File: config.mk
export PLATFORM = sky130hd
export DESIGN_NAME = generic_multistage_pipelined_fifo
export DESIGN_NICKNAME = d
export VERILOG_FILES = /design/src/rtl/generic_multistage_pipelined_fifo.sv
export SDC_FILE = /design/constraint.sdc
export NUM_CORES = 1
export LEC_CHECK = 0
export ABC_AREA = 1
export CAP_MARGIN = 20
export CORE_ASPECT_RATIO = 1.4
export CORE_MARGIN = 5
export CORE_UTILIZATION = 66
export CTS_BUF_LIST = sky130_fd_sc_hd__clkbuf_8
export CTS_CLUSTER_DIAMETER = 200
export DETAILED_ROUTE_END_ITERATION = 7
export PLACE_DENSITY = 0.87
export SYNTH_ARGS = -nofsm -noshare
export SYNTH_HDL_FRONTEND = slang
export SYNTH_SLANG_ARGS = --single-unit
File: constraint.sdc
create_clock -name clk -period 4.9 [get_ports clk]
set_input_delay 0.98 -clock clk [delete_from_list [all_inputs] [get_ports clk]]
set_output_delay 0.98 -clock clk [all_outputs]
set_load 0.02 [all_outputs]
File: src/rtl/generic_multistage_pipelined_fifo.sv
// DEPTH-entry FIFO drained through a chain of PIPE_STAGES registered output stages.
// Optional sticky error flags: define GENERIC_PIPELINED_FIFO_ERR_FLAGS_EN.
module generic_multistage_pipelined_fifo #(
  parameter int GENERIC_FIFO_DEPTH      = 8,
  parameter int GENERIC_FIFO_THRESHOLD  = 6,
  parameter int GENERIC_FIFO_DATA_WIDTH = 32,
  parameter int PIPE_STAGES             = 2
) (
  input  logic                                               clk,
  input  logic                                               reset_poweron,
  input  logic                                               clear,
  input  logic                                               write,
  input  logic [GENERIC_FIFO_DATA_WIDTH-1:0]                 write_data,
  output logic                                               pipe_valid,
  input  logic                                               pipe_read,
  output logic [GENERIC_FIFO_DATA_WIDTH-1:0]                 pipe_data,
  output logic                                               almost_full,
  output logic                                               full,
  output logic [$clog2(GENERIC_FIFO_DEPTH+PIPE_STAGES+1)-1:0] occupancy
`ifdef GENERIC_PIPELINED_FIFO_ERR_FLAGS_EN
  ,
  output logic                                               overflow_err,
  output logic                                               underflow_err
`endif
);
  localparam int ADDR_WIDTH = $clog2(GENERIC_FIFO_DEPTH);
  localparam int OCC_WIDTH  = $clog2(GENERIC_FIFO_DEPTH + PIPE_STAGES + 1);
  localparam int CNT_WIDTH  = ADDR_WIDTH + 1;
  localparam int DW         = GENERIC_FIFO_DATA_WIDTH;
  localparam int P          = PIPE_STAGES;
  localparam logic [CNT_WIDTH-1:0] DEPTH_C  = CNT_WIDTH'(GENERIC_FIFO_DEPTH);
  localparam logic [CNT_WIDTH-1:0] THRESH_C = CNT_WIDTH'(GENERIC_FIFO_THRESHOLD);

  logic [DW-1:0]         mem [GENERIC_FIFO_DEPTH];
  logic [ADDR_WIDTH-1:0] wr_ptr_q, wr_ptr_d;
  logic [ADDR_WIDTH-1:0] rd_ptr_q, rd_ptr_d;
  logic [CNT_WIDTH-1:0]  count_q, count_d;
  logic [P-1:0]          valid_q, valid_d;
  logic [DW-1:0]         data_q [P];
  logic [DW-1:0]         data_d [P];
  logic [P-1:0]          adv;
  logic                  pop, rd_en, wr_en;
  logic [OCC_WIDTH-1:0]  stage_cnt;

  assign full        = (count_q == DEPTH_C);
  assign almost_full = (count_q >= THRESH_C);
  assign pipe_valid  = valid_q[P-1];
  assign pipe_data   = data_q[P-1];
  assign pop         = valid_q[P-1] & pipe_read;
  // Writes into a full store are dropped even when a read frees a slot this cycle.
  assign wr_en       = write & ~full & ~clear;

  // Advance requests ripple back from the final stage so the chain moves as a unit.
  always_comb begin
    adv      = '0;
    adv[P-1] = pop;
    for (int k = P - 2; k >= 0; k--) begin
      adv[k] = valid_q[k] & (~valid_q[k+1] | adv[k+1]);
    end
  end

  assign rd_en = (count_q != '0) & (~valid_q[0] | adv[0]);

  // Next state for pointers, count and the stage chain; clear overrides all movement.
  always_comb begin
    wr_ptr_d = wr_ptr_q;
    rd_ptr_d = rd_ptr_q;
    count_d  = count_q;
    valid_d  = valid_q;
    data_d   = data_q;
    if (clear) begin
      wr_ptr_d = '0;
      rd_ptr_d = '0;
      count_d  = '0;
      valid_d  = '0;
    end else begin
      if (wr_en) begin
        wr_ptr_d = wr_ptr_q + ADDR_WIDTH'(1);
      end else begin
        wr_ptr_d = wr_ptr_q;
      end
      if (rd_en) begin
        rd_ptr_d   = rd_ptr_q + ADDR_WIDTH'(1);
        valid_d[0] = 1'b1;
        data_d[0]  = mem[rd_ptr_q];
      end else if (adv[0]) begin
        valid_d[0] = 1'b0;
      end else begin
        valid_d[0] = valid_q[0];
      end
      for (int k = 1; k < P; k++) begin
        if (adv[k-1]) begin
          valid_d[k] = 1'b1;
          data_d[k]  = data_q[k-1];
        end else if (adv[k]) begin
          valid_d[k] = 1'b0;
        end else begin
          valid_d[k] = valid_q[k];
        end
      end
      count_d = count_q + CNT_WIDTH'(wr_en) - CNT_WIDTH'(rd_en);
    end
  end

  // Number of stages currently holding an item.
  always_comb begin
    stage_cnt = '0;
    for (int k = 0; k < P; k++) begin
      stage_cnt = stage_cnt + OCC_WIDTH'(valid_q[k]);
    end
  end

  assign occupancy = OCC_WIDTH'(count_q) + stage_cnt;

  // Control and stage registers.
  always_ff @(posedge clk or posedge reset_poweron) begin
    if (reset_poweron) begin
      wr_ptr_q <= '0;
      rd_ptr_q <= '0;
      count_q  <= '0;
      valid_q  <= '0;
      for (int k = 0; k < P; k++) begin
        data_q[k] <= '0;
      end
    end else begin
      wr_ptr_q <= wr_ptr_d;
      rd_ptr_q <= rd_ptr_d;
      count_q  <= count_d;
      valid_q  <= valid_d;
      data_q   <= data_d;
    end
  end

  // Storage array; contents need no reset since count gates every read.
  always_ff @(posedge clk) begin
    if (wr_en) begin
      mem[wr_ptr_q] <= write_data;
    end
  end

`ifdef GENERIC_PIPELINED_FIFO_ERR_FLAGS_EN
  logic overflow_q, underflow_q;

  // Sticky error flags, cleared only by clear or reset.
  always_ff @(posedge clk or posedge reset_poweron) begin
    if (reset_poweron) begin
      overflow_q  <= 1'b0;
      underflow_q <= 1'b0;
    end else if (clear) begin
      overflow_q  <= 1'b0;
      underflow_q <= 1'b0;
    end else begin
      overflow_q  <= overflow_q | (write & full);
      underflow_q <= underflow_q | (pipe_read & ~valid_q[P-1]);
    end
  end

  assign overflow_err  = overflow_q;
  assign underflow_err = underflow_q;
`endif

endmodule

# Word-level counts from Yosys, hierarchy flattened
# Memory sizes are Yosys's and may differ from the RTL's. A register that Yosys moved wholly into a read port is not among the register bits.
# Cells that the tools add are included.
[op_classes]
eq_ne = 1
n_addsub = 6
muxes = 12
bitwise = 11
n_reduce_logical = 7
n_lt_le_gt_ge = 1
[ops]
columns = ["operator", "n"]
rows = [
  ["2-to-1 mux 3 bit", 4],
  ["adder 3 x 1 -> 3 bit, second input constant", 2],
  ["2-to-1 mux 1 bit", 6],
  ["nonzero test 3 bit", 2],
  ["AND 1 bit", 5],
  ["adder 4 x 1 -> 4 bit", 1],
  ["adder 4 x 2 -> 4 bit", 1],
  ["== test 4 bit, second input constant", 1],
  ["greater-or-equal comparator 4 x 3 -> 1 bit, second input constant", 1],
  ["2-to-1 mux 4 bit", 1],
  ["NOT 1 bit", 4],
  ["AND reduction 2 bit", 2],
  ["nonzero test 2 bit", 2],
  ["nonzero test 4 bit", 1],
  ["subtractor 4 x 1 -> 4 bit", 1],
  ["adder 1 x 1 -> 2 bit", 1],
  ["2-to-1 mux 2 bit", 1],
  ["bitwise OR 1 bit", 2],
]
[word_totals]
ram_bits = 256
n_memories = 1
regBits = 44
out_inout_bits = 39
word_cells = 45
inputBits = 37
[memory_table]
columns = ["memory", "depth", "width", "read_ports", "rd_ports_with_merged_regs", "wr", "line", "source"]
rows = [
  ["mem", 8, 32, 1, 1, 1, "34", "logic [DW-1:0] mem [GENERIC_FIFO_DEPTH];"],
]

# Logic depth before layout (Yosys ltp)
[logic_depth]
depth_word = 7
ltp_mapped = 14
ltp_nobuf = 14

# Worst setup path before layout
# OpenSTA, ideal clock, no wires.
[synth_timing]
path_kind = "input to register"
start = "input port clear"
end = "memory mem[0][0] in the netlist's numbering (enable)"
path_stages = 4
arrival_time_ns = 2.839
setup_ns = 0.421
n_path_buf = 1
required_ns = 4.479
path_slack_ns = 1.640
path_cell_list = "buf_2 > nor2_1 > nand2_1 > nor2_1"
[synth_via]
elab_chain_len = 4
[synth_lines]
columns = ["element", "line", "source"]
rows = [
  ["from (decl)", "11", "input logic clear,"],
  ["NOT 1 bit (no line)", "-", ""],
  ["AND 1 bit", "51", "assign wr_en = write & ~full & ~clear;"],
  ["2-to-1 mux 1 bit", "136", "if (wr_en) begin"],
  ["2-to-1 mux 1 bit (implied by the code)", "137", "mem[wr_ptr_q] <= write_data;"],
  ["to (decl)", "34", ""],
]
# Every way passes these cells.

# Worst setup path in the final report
[layout_timing]
start = "register valid_q[0]"
end = "output port occupancy[2]"
[layout_via]
elab_chain_len = 2
[layout_lines]
columns = ["element", "line", "source"]
rows = [
  ["from (decl)", "38", "logic [P-1:0] valid_q, valid_d;"],
  ["from (signal assigned)", "129", "valid_q <= valid_d;"],
  ["adder 1 x 1 -> 2 bit", "109", "stage_cnt = stage_cnt + OCC_WIDTH'(valid_q[k]);"],
  ["adder 4 x 2 -> 4 bit", "113", "assign occupancy = OCC_WIDTH'(count_q) + stage_cnt;"],
  ["to (decl)", "19", "output logic [$clog2(GENERIC_FIFO_DEPTH+PIPE_STAGES+1)-1:0] occupancy"],
]
# Every way passes these cells.

==> results.md <==
* Avg Cell Area, Syn at between 10 and 15 um2
* Slew Viols, Final at 0
* Crit-path max cell delay at 0.62 ns
* Number of synthesized flops with an enable pin at approximately 260
* Clock-pin transition on the worst setup and hold timing paths at 0.06 ns
* Adder-Cell Fraction of Synth Area at 0.0125
* Final hold vios at 0
* Switching pwr at between 2 and 3 mW
* # H-tree levels at 2
* Die area at 24600 um2
* Critical Path Source Type: register
* Maxcap violations at 0
* Gpl congestion at 0.804
* Routed Antenna Nets at 0
* Most used cell, CP: inv_1
* Nets at approximately 1500
* Num Clock Sinks at about 330
* Stages on worst setup path at 6
* Cell internal pwr at 5.40 mW
* Core area at approximately 21000 um2
* Clock buffer depth at 3
* Sum Neg Setup Slack at 0 ns
* Area contributors post-synth: edfxtp_1 (54%), dfrtp_1 (13%), nand2_1 (11%), nand3_1 (6.9%), inv_1 (6.5%)
* # rows at between 60 and 70
* Critical path cell sequence: inv_1 -> fa_1 -> inv_1 -> ha_1 -> xor2_1 -> clkdlybuf4s50_1
* Post-CTS Setup Bufs at 0
* Post-synth top area cell: edfxtp_1
* VDD IR max at 0.316 mV
* Post-route minimum period at 3.38 ns
* Post-Synthesis Cells at 1385
* Gr usage total at 0.238
* Port bufs at between 70 and 80
* Final period utilization at 0.690
* DIE HEIGHT at ~180 um
* Grt total ovfl at 0
* Reg2reg path depth at 8
* Combinational family with the most area after synthesis: simple AND/OR/NAND/NOR gates
* FF+latch count, synth at about 330
* P&R area growth vs syn at 11.6%
* Post-Synth XOR/XNOR Area at 0.00308
* Mux cell area share after synthesis at 0
* Slew HR at 0.272
* Commonest non-fill, non-tap cell in the layout: nand2_1
* Root Buffer: clkbuf_8
* Die width at roughly 130 um
* Num CTS Buffers at 47
* R2R setup slack at approximately 2 ns
* PD cells at between 500 and 600 nW/um2
* Pin count of the biggest net entering global routing at 96
* Most frequent cells in the layout: nand2_1 (434), inv_1 (265), edfxtp_1 (256), nand3_1 (197), clkdlybuf4s50_1 (75)
* Multi-input combinational cell area at around 3200 um2
* Hold slack final at ~0.48 ns
* Layout cells sized above 1 at 0.0640
* P_leak at 7.12 nW
* Dpl hpwl at around 16000 um
* Vias/cell at roughly 5.5
* Sw Ratio at 0.351
* Crit path kind: reg -> out
* Post-Synth Simple-Gate Area at 0.191
* Mapped cell area at around 14000 um2
* Final WS setup at between 1.5 and 2 ns
* Outcome: completed
* Post-synth top area share at 0.540
* Routed WL at 29000 um
* Ys async rst share at 0.229
* Crit path buf inv count at 3
* Drt pass-1 iters at 7
* Worst hold-check path type: reg -> reg
* Initial Utilization at 0.671
* Final-layout fill cell count at about 1300
* CTS tree: done
* Worst Clk Skew at about 0.023 ns
* Flop pwr share at 0.433
* PostCTS Resize Cnt at 0
* I/O Pins at 76
* Initial antenna violation count at 0
* Ys flop type: edfxtp_1
* Sequential area share after synthesis at 0.674
* RSZ-0062 raised after global routing: false
* Maximum clock rate at 0.296 GHz
* Final setup violation count at 0
* Distinct cells, synth at 24
* Hold Path Depth at 2
* Hold Buf Count CTS at 0
* Vias in the first global route at 9311
* Worst Path Required at about 3.9 ns
* Wirelength per Cell at approximately 17 um
* CP Max Fanout at 3
* WP data arrival at around 2.4 ns
* Crit path capture type: output pin
* Synth Area in Compound Gates at 0.0144
* Synth warn at 0
* Diode count at 0
* Vias at 9429
* Final Total Pwr at approximately 8.3 mW
* Clock share of power at 0.255
* Clk Latency, worst-skew pair at 0.58 ns
* Slowest library cell on the worst path: clkdlybuf4s50_1
* Crit-path leading delay family: buffers and inverters
* Register area at 9590 um2
* DR DRC count at 0
* Initial DRC count at around 950
* Worst-Margin Slew at between 1 and 1.5 ns
* Synthesized Nets at 1435
* Pre-CTS setup slack at roughly 1.3 ns
* First-pass GRT wire length at approximately 46000 um
* Gate power share at 0.311
[power groups by stage]
stage / Clock [mW] / Sequential, mW / Combinational [mW]
floorplan: 0 / 3.57 / 2.01
global placement: 0 / 3.64 / 2.46
detailed placement: 0 / 3.66 / 2.56
CTS: 2.14 / 3.61 / 2.58
global route: 2.29 / 3.65 / 2.88
finish: 2.12 / 3.61 / 2.59
[synthesized netlist by cell type (2+ instances only)]
| cell type | number |
|---|---|
| ha_1 | 11 |
| buf_4 | 38 |
| a21oi_1 | 3 |
| nand3_1 | 197 |
| dfrtp_1 | 76 |
| buf_6 | 3 |
| buf_2 | 39 |
| edfxtp_1 | 256 |
| buf_1 | 3 |
| inv_2 | 4 |
| o21ai_0 | 37 |
| nor2_1 | 15 |
| xor2_1 | 4 |
| fa_1 | 2 |
| clkbuf_1 | 10 |
| inv_1 | 246 |
| nand2_1 | 434 |
[metrics by stage]
step,std cells,utilization,instance area (um2)
finish,1728,0.749,15900
global route,1728,0.749,15900
CTS,1726,0.747,15800
detailed placement,1638,0.703,14900
global placement,1638,0.703,14900
floorplan,1385,-,14200
[worst register-to-register path: cells and delay by family (launching register included)]
family	cells	cell delay, ns
flip-flops	1	0.69
AND/OR/NAND/NOR	6	0.57
buffers and inverters	2	1.52
[registers in the layout, indices dropped and copies added (netlist names)]
| name | cells |
|---|---|
| pipe_data | 32 |
| count_q | 4 |
| rd_ptr_q | 3 |
| wr_ptr_q | 3 |
| mem | 256 |
| valid_q | 2 |
| data_q | 32 |
[routing by layer]
layer | GRT usage | routed length [um] | vias up
met5 | 0 | 0 | -
met3 | 0.0403 | 2240 | 67
li1 | - | - | 4461
met2 | 0.428 | 15000 | 434
met1 | 0.293 | 10900 | 4467
met4 | 0.0819 | 795 | 0
[path summary, 6_finish.rpt]
| check | from | end |
|---|---|---|
| max | valid_q[0] | occupancy[2] |
| min reg2reg | data_q[37] | data_q[37] |
| max reg2reg | rd_ptr_q[0] | data_q[51] |
| min in group asynchronous | reset_poweron | data_q[45] |
| min | data_q[37] | data_q[37] |
| max in group asynchronous | reset_poweron | rd_ptr_q[0] |
[layout make-up]
| cell class | instances | area share |
|---|---|---|
| multi-input combinational | 709 | 0.201 |
| clock buffer | 53 | 0.0459 |
| inverter | 250 | 0.0592 |
| sequential | 332 | 0.604 |
| timing repair buffer | 89 | 0.0559 |
| tap | 260 | 0.0205 |
| clock inverter | 35 | 0.0130 |
[kinds of logic after synthesis]
group	after synthesis
flops	332
xor+xnor	5
simple gates	650
compound gates	41
buf+inv	344
fa+ha+maj	13
(Power assumes the default switching activity.)
